===== config.mk =====
export PLATFORM = sky130hd
export DESIGN_NAME = program_loader
export DESIGN_NICKNAME = d
export VERILOG_FILES = /design/src/rtl/program_loader.sv
export SDC_FILE = /design/constraint.sdc
export NUM_CORES = 1
export LEC_CHECK = 0
export CORE_AREA = 5 5 117 119
export CTS_CLUSTER_SIZE = 8
export DETAILED_ROUTE_END_ITERATION = 8
export DIE_AREA = 0 0 122 124
export PLACE_DENSITY = 0.84
export SLEW_MARGIN = 10
export SYNTH_ARGS = -nofsm -noshare
export SYNTH_HDL_FRONTEND = slang
export SYNTH_SLANG_ARGS = --single-unit
export TNS_END_PERCENT = 5

===== constraint.sdc =====
create_clock -name Clk -period 3.6 [get_ports Clk]
set_clock_uncertainty 0.05 [all_clocks]
set_input_delay 0.72 -clock Clk [delete_from_list [all_inputs] [get_ports Clk]]
set_output_delay 0.72 -clock Clk [all_outputs]
set_load 0.05 [all_outputs]

===== src/rtl/program_loader.sv =====
// Packs a length-prefixed byte stream into 32-bit words and writes them to instruction RAM while holding the CPU off.
// Optional trailing XOR checksum byte is enabled by defining LOADER_CHECKSUM_EN.
module program_loader #(
  parameter int MAX_WORDS = 256,
  parameter int CNT_W     = 16
) (
  input  logic             Clk,
  input  logic             Reset,
  input  logic             Start,
  input  logic [31:0]      Base_addr,
  input  logic [7:0]       Byte_in,
  input  logic             Byte_valid,
  output logic             Byte_ready,
  output logic             Enable,
  output logic             RW_ram,
  output logic [31:0]      Address_in,
  output logic [31:0]      In,
  output logic             Cpu_hold,
  output logic             Done,
  output logic             Error,
  output logic [CNT_W-1:0] Word_count
);

`ifdef LOADER_CHECKSUM_EN
  typedef enum logic [2:0] {
    S_IDLE = 3'd0, S_LEN_HI = 3'd1, S_LEN_LO = 3'd2, S_BYTES = 3'd3,
    S_WRITE = 3'd4, S_CHK = 3'd5, S_DONE = 3'd6
  } state_t;
  localparam state_t S_END = S_CHK;
`else
  typedef enum logic [2:0] {
    S_IDLE = 3'd0, S_LEN_HI = 3'd1, S_LEN_LO = 3'd2, S_BYTES = 3'd3,
    S_WRITE = 3'd4, S_DONE = 3'd6
  } state_t;
  localparam state_t S_END = S_DONE;
`endif

  state_t           r_state;
  state_t           w_next;
  logic [31:0]      r_base;
  logic [31:0]      r_word;
  logic [7:0]       r_len_hi;
  logic [CNT_W-1:0] r_len;
  logic [CNT_W-1:0] r_cnt;
  logic [1:0]       r_bcnt;
  logic             r_err;
`ifdef LOADER_CHECKSUM_EN
  logic [7:0]       r_xor;
`endif

  logic        w_acc;
  logic [15:0] w_len;
  logic        w_len_over;
  logic        w_last;

  assign w_acc      = Byte_valid && Byte_ready;
  assign w_len      = {r_len_hi, Byte_in};
  assign w_len_over = 32'(w_len) > 32'(MAX_WORDS);
  // r_cnt still holds the index of the word being written during WRITE
  assign w_last     = (32'(r_cnt) + 32'd1) >= 32'(r_len);

  always_ff @(posedge Clk) begin
    if (Reset) r_state <= S_IDLE;
    else       r_state <= w_next;
  end

  always_comb begin
    w_next = r_state;
    case (r_state)
      S_IDLE:   if (Start) w_next = S_LEN_HI;
      S_LEN_HI: if (w_acc) w_next = S_LEN_LO;
      S_LEN_LO: begin
        if (w_acc) begin
          if (w_len == 16'd0)  w_next = S_END;
          else if (w_len_over) w_next = S_DONE;
          else                 w_next = S_BYTES;
        end
      end
      S_BYTES:  if (w_acc && r_bcnt == 2'd3) w_next = S_WRITE;
      S_WRITE:  w_next = w_last ? S_END : S_BYTES;
`ifdef LOADER_CHECKSUM_EN
      S_CHK:    if (w_acc) w_next = S_DONE;
`endif
      S_DONE:   w_next = S_IDLE;
      default:  w_next = S_IDLE;
    endcase
  end

  always_comb begin
    Byte_ready = 1'b0;
    Enable     = 1'b0;
    RW_ram     = 1'b1;
    Address_in = 32'd0;
    In         = 32'd0;
    Cpu_hold   = 1'b1;
    Done       = 1'b0;
    case (r_state)
      S_IDLE:   Cpu_hold = 1'b0;
      S_LEN_HI, S_LEN_LO, S_BYTES: Byte_ready = 1'b1;
`ifdef LOADER_CHECKSUM_EN
      S_CHK:    Byte_ready = 1'b1;
`endif
      S_WRITE: begin
        Enable     = 1'b1;
        RW_ram     = 1'b0;
        Address_in = r_base + 32'(r_cnt);
        In         = r_word;
      end
      S_DONE: begin
        Done     = 1'b1;
        Cpu_hold = 1'b0;
      end
      default: ;
    endcase
  end

  assign Error      = r_err;
  assign Word_count = r_cnt;

  always_ff @(posedge Clk) begin
    if (Reset) begin
      r_base   <= 32'd0;
      r_word   <= 32'd0;
      r_len_hi <= 8'd0;
      r_len    <= '0;
      r_cnt    <= '0;
      r_bcnt   <= 2'd0;
      r_err    <= 1'b0;
`ifdef LOADER_CHECKSUM_EN
      r_xor    <= 8'd0;
`endif
    end else begin
`ifdef LOADER_CHECKSUM_EN
      if (w_acc && r_state != S_CHK) r_xor <= r_xor ^ Byte_in;
`endif
      case (r_state)
        S_IDLE: begin
          if (Start) begin
            r_base <= Base_addr;
            r_cnt  <= '0;
            r_err  <= 1'b0;
            r_bcnt <= 2'd0;
`ifdef LOADER_CHECKSUM_EN
            r_xor  <= 8'd0;
`endif
          end
        end
        S_LEN_HI: if (w_acc) r_len_hi <= Byte_in;
        S_LEN_LO: begin
          if (w_acc) begin
            r_len <= CNT_W'(w_len);
            if (w_len_over) r_err <= 1'b1;
          end
        end
        S_BYTES: begin
          if (w_acc) begin
            r_word <= {r_word[23:0], Byte_in};
            r_bcnt <= r_bcnt + 2'd1;
          end
        end
        S_WRITE: r_cnt <= r_cnt + CNT_W'(1);
`ifdef LOADER_CHECKSUM_EN
        S_CHK: if (w_acc && Byte_in != r_xor) r_err <= 1'b1;
`endif
        default: ;
      endcase
    end
  end

endmodule


After elaboration in Yosys (flattened, before gate mapping)
Cells that the tools add are included.
{ "word_totals": {"regBits": 110, "latch_bits": 0, "ram_bits": 0, "romBits": 0, "out_inout_bits": 86, "word_cells": 67, "memories": 0} }
{ "op_classes": {"n_addsub": 4, "n_mul": 0, "n_div": 0, "n_lt_le_gt_ge": 2, "eq_ne": 12, "shift": 0, "muxes": 24, "n_bitwise": 0, "reduce_logical": 17} }
{ "ops": {"columns": ["cell", "count"], "rows": [
  ["$mux 32", 2],
  ["$add 32x16->32", 1],
  ["$pmux 16 s2", 1],
  ["$mux 3", 7],
  ["$add 16x1->17 const B", 1],
  ["$ge 17x16->1", 1],
  ["$add 16x1->16 const B", 1],
  ["$gt 16x9->1 const B", 1],
  ["$logic_not 16->1", 1],
  ["$mux 16", 1],
  ["$pmux 3 s5", 1],
  ["$ne 2x2->1 const B", 6],
  ["$reduce_and 2->1", 5],
  ["$mux 1", 8],
  ["$reduce_and 4->1", 2],
  ["$eq 3x2->1 const B", 2],
  ["$eq 3x3->1 const B", 2],
  ["$reduce_bool 2->1", 3],
  ["$mux 2", 2],
  ["$pmux 2 s2", 1],
  ["$eq 3x1->1 const B", 1],
  ["$logic_not 3->1", 1],
  ["$reduce_and 3->1", 1],
  ["$reduce_or 3->1", 1],
  ["5 further kinds", 6]
]} }

Longest topological paths before layout
{ "depth": {"depth_word": 7, "ltp_mapped": 12, "ltp_nobuf": 11} }

Least setup slack after synthesis
Ideal clock, no wire load.
{ "synth_path": {"kind": "register to output", "from": "register r_cnt[0] (netlist: Word_count[0])", "to": "output port Address_in[16]", "arrival_ns": 3.381, "required_ns": 2.830, "setup_slack_ns": -0.551, "path_stages_with_launch": 10, "path_buffers": 1, "cell_sequence": "dfxtp_1 -> ha_1 -> fa_1 -> a211oi_2 -> o21bai_2 -> a21oi_2 -> or3_4 -> buf_6 -> and3_2 -> nor3_1"} }
{ "synth_between": {"elab_chain_len": 2} }
{ "synth_lines": {"columns": ["item", "line_no", "rtl"], "rows": [
  ["start: declaration", "44", "logic [CNT_W-1:0] r_cnt;"],
  ["start signal: assignment", "161", "S_WRITE: r_cnt <= r_cnt + CNT_W'(1);"],
  ["$add 32x16->32", "106", "Address_in = r_base + 32'(r_cnt);"],
  ["$mux 32", "97", "case (r_state)"],
  ["end: declaration", "16", "output logic [31:0] Address_in,"]
]} }
Every way passes these cells.

Worst setup path in the final report
{ "layout_path": {"from": "register r_cnt[4] (netlist: Word_count[4])", "to": "output port Address_in[24]"} }
Same word-level chain as after synthesis.

==> results_dict.tcl <==
set metrics [dict create \
    syn_to_final_growth_pct 34.4 \
    fmax_mhz 280 \
    root_buffer "clkbuf_16" \
    design.die.area_sq_mm 0.0151 \
    ant_nets 0 \
    hold_end "r_len[13]$_SDFFE_PP0P_" \
    crit_slowest_cell "or3_4" \
    worst_path_most_repeated_cell "o21ai_1" \
    grt_setup_unrepaired "yes" \
    reg2reg_depth 12 \
    rows 41 \
    placed_cell_area_sq_mm 0.00811 \
    path_clk_slew_ps 80 \
    synth-seq-area-share_pct 34.6 \
    crit_chain "ha_1 -> o21ai_1 -> o21bai_2 -> a21oi_2 -> or3_4 -> a2111o_1 -> o21ai_1 -> buf_12" \
    synthCells 868 \
    critPathRequiredTime_ps 2830 \
    gr-usage-met3_pct 6.27 \
    relSlewSlack_pct 37.0 \
    hold_depth 2 \
    remaining_drc_errors 0 \
    boundaryPins 130 \
    grt_max_degree 88 \
    start_util_pct 51.1 \
    peakVddDrop_v 0.000353 \
    r2r-end "r_state[0]$_SDFFE_PP0P_" \
    ys_ff_latch 110 \
    setup_viol 0 \
    grt_remaining_overflow 0 \
    arrival_ps 2800 \
    cp_num_buf_inv 1 \
    clock_path_buffers 2 \
    status "finished, final reports clean" \
    synth_area_sq_mm 0.00636 \
    io_buffers 129 \
    path_class "register to output pin" \
    antenna_found_initial 0 \
    grt_most_used_layer "met2" \
    design_area_sq_mm 0.00855 \
    dieHeight_um 124 \
    endpoint_kind "output pin" \
    place.gp.congestion 0.880 \
    htreeDepth 3 \
    cts_tree "yes" \
    maxCapViolCount 0 \
    worst_pin_slew_ps 945 \
    wl_per_cell_um 16.5 \
    die_w_um 122 \
    layout-drive-gt1-share_pct 13.1 \
    vias 6657 \
    grt_pass1_vias 6257 \
    finalWorstSetupSlack_ps 34.3 \
    hp-start "r_len[13]$_SDFFE_PP0P_" \
    antenna_cells 0 \
    final_max_slew_viol_count 0 \
    numClockSinks 110 \
    startpoint_type "register" \
    syn_area_per_cell_sq_um 7.33 \
    grt_pass1_wl_mm 30.1 \
    drt_iter0_markers 681 \
    clk-insertion-delay-late_ps 350 \
    final_nets 1054 \
    viasPerCell 5.78 \
    cp-startpoint "Word_count[4]$_SDFFE_PP0P_" \
    ys_types 64 \
    powerDensity_mw_per_mm2 423 \
    place_ws_ps 232 \
    cp_max_fo 12 \
    synthArstFlopShare_pct 0 \
    hold_path_class "register to register" \
    dpl.hpwl_mm 13.4 \
    synthesis.nets 947 \
    period_minus_slack_ps 3570 \
    drt-pass1-iter-count 6 \
    wirelength_mm 19.0 \
    synth_ff_type "dfxtp_1" \
    grt_use_met2_pct 40.9 \
    yosysWarnings 0 \
    grt.total_usage_pct 24.6 \
    cp_top_family "compound AO/OA/AOI/OAI gates" \
    use_met1_pct 31.0 \
    r2r_setup_slack_ps 360 \
    power_leakage_uw 0.00316 \
    cts_buffers 9 \
    power_uw 3610 \
    hold_viol 0 \
    r2r_start "Word_count[0]$_SDFFE_PP0P_" \
    core_area_sq_mm 0.0125 \
    synth-edff-count 0 \
    timing.final.crit_share_pct 99.0 \
    max_stage_delay_ps 460 \
]
[Yosys cell counts (all sizes together) (2+ instances only)]
cell	n	area [sq um]
nor2	48	180
nand3	22	110
a21oi	138	694
nand2b	6	37.5
clkbuf	46	194
or4	7	52.6
a211oi	7	57.6
and3	53	337
o31ai	6	45.0
nor4	4	31.3
buf	10	68.8
o211a	2	20.0
a2111o	3	33.8
nand2	209	785
a22oi	8	60.1
dfxtp	110	2200
or3	11	73.8
nor3	8	40.0
inv	23	86.3
ha	34	425
nand4	4	25.0
and2	2	12.5
or2	4	25.0
nand3b	3	22.5
nor2b	2	12.5
o21ai	34	174
mux2i	4	40.0
xor2	7	61.3
a31oi	4	25.0
o211ai	5	37.5
a21o	5	38.8
o21bai	2	18.8
o21a	6	45.0
xnor2	16	140
[worst max-delay path by stage]
stage	to	slack [ps]	depth (start not counted)
2_1_floorplan	Address_in[13]	-160	8
3_3_place_gp	Address_in[10]	240	10
3_5_place_dp	Address_in[10]	230	10
4_1_cts	Address_in[28]	10	9
5_1_grt	Address_in[24]	-30	8
6_report	Address_in[24]	30	8
[worst min-delay path, cell delays in order, from the launching register on]
cell and delay [ps]:
dfxtp_1 310, nand2_1 50, a21oi_1 50
[what timing repair did]
item | 4_1_cts | 5_1_grt
setup buffers | 0 | 1
setup endpoints to repair | 10 | 17
gates resized for setup | 4 | 33
gates cloned | 0 | 1
pin swaps | 0 | 5
hold buffers | 0 | 0
[state kept, by name, summed over array words and instances, names as in the netlist]
register	count
Error	1
r_len_hi	8
r_len	16
r_state	3
Word_count	16
r_word	32
r_base	32
r_bcnt	2
[cell usage in the layout, fill, tap and decap left out, types with 4 or more instances in the layout]
master / instances
nand2_1: 209
a21oi_1: 125
dfxtp_1: 107
clkdlybuf4s50_1: 96
and3_1: 48
nor2_1: 46
buf_12: 31
o21ai_0: 27
ha_1: 25
buf_4: 24
inv_1: 23
nand3_1: 22
xnor2_1: 16
a21oi_2: 13
or3_1: 10
clkbuf_16: 9
a22oi_1: 8
xor2_1: 7
or4_1: 7
nor3_1: 7
nand2b_1: 6
o21a_1: 6
ha_2: 6
and3_2: 5
o21ai_1: 5
o211ai_1: 5
a211oi_1: 5
o31ai_1: 5
mux2i_2: 4
or2_2: 4
a21o_1: 4
a31oi_1: 4
nand4_1: 4
[per-layer routing]
metal  up-vias  share of wire [%]  wire [um]
met5         -                  0          0
met4         0                2.3        439
met3        42                8.1       1530
met2       270                 47       8980
met1      3119                 42       8070
li1       3226                  -          -
[logic make-up (layout without fill, tap and decap cells)]
family | count (synthesis) | in the layout | synth area share, %
adder cells (fa/ha/maj) | 35 | 35 | 7.00
AND/OR/NAND/NOR | 388 | 388 | 28.2
flip-flops | 110 | 110 | 34.6
buffers and inverters | 79 | 190 | 5.48
XOR/XNOR | 23 | 23 | 3.16
AO/OA/AOI/OAI | 229 | 230 | 20.9
multiplexers | 4 | 4 | 0.629
[final cells by class]
cell class | instances | area [sq um]
clock inverter | 7 | 55.1
sequential | 110 | 2210
multi-input combinational | 680 | 4000
clock buffer | 9 | 225
tap | 172 | 215
fill | 1025 | 3910
inverter | 23 | 86.3
timing repair buffer | 151 | 1760
[power breakdown]
part           leakage, uW  internal (uW)  switching, uW
registers         0.000893           1330            116
clock network     0.000138            479            485
logic              0.00213            415            787
[metrics by stage]
| step | TNS [ps] | utilization (%) | cells | hold WS [ps] |
|---|---|---|---|---|
| floorplan | -1870 | - | 868 | 382 |
| global placement | 0 | 65.1 | 1134 | 389 |
| detailed placement | 0 | 65.1 | 1134 | 396 |
| CTS | 0 | 67.5 | 1150 | 406 |
| global route | -110 | 68.6 | 1152 | 427 |
| finish | 0 | 68.6 | 1152 | 403 |
(Power assumes the default switching activity.)
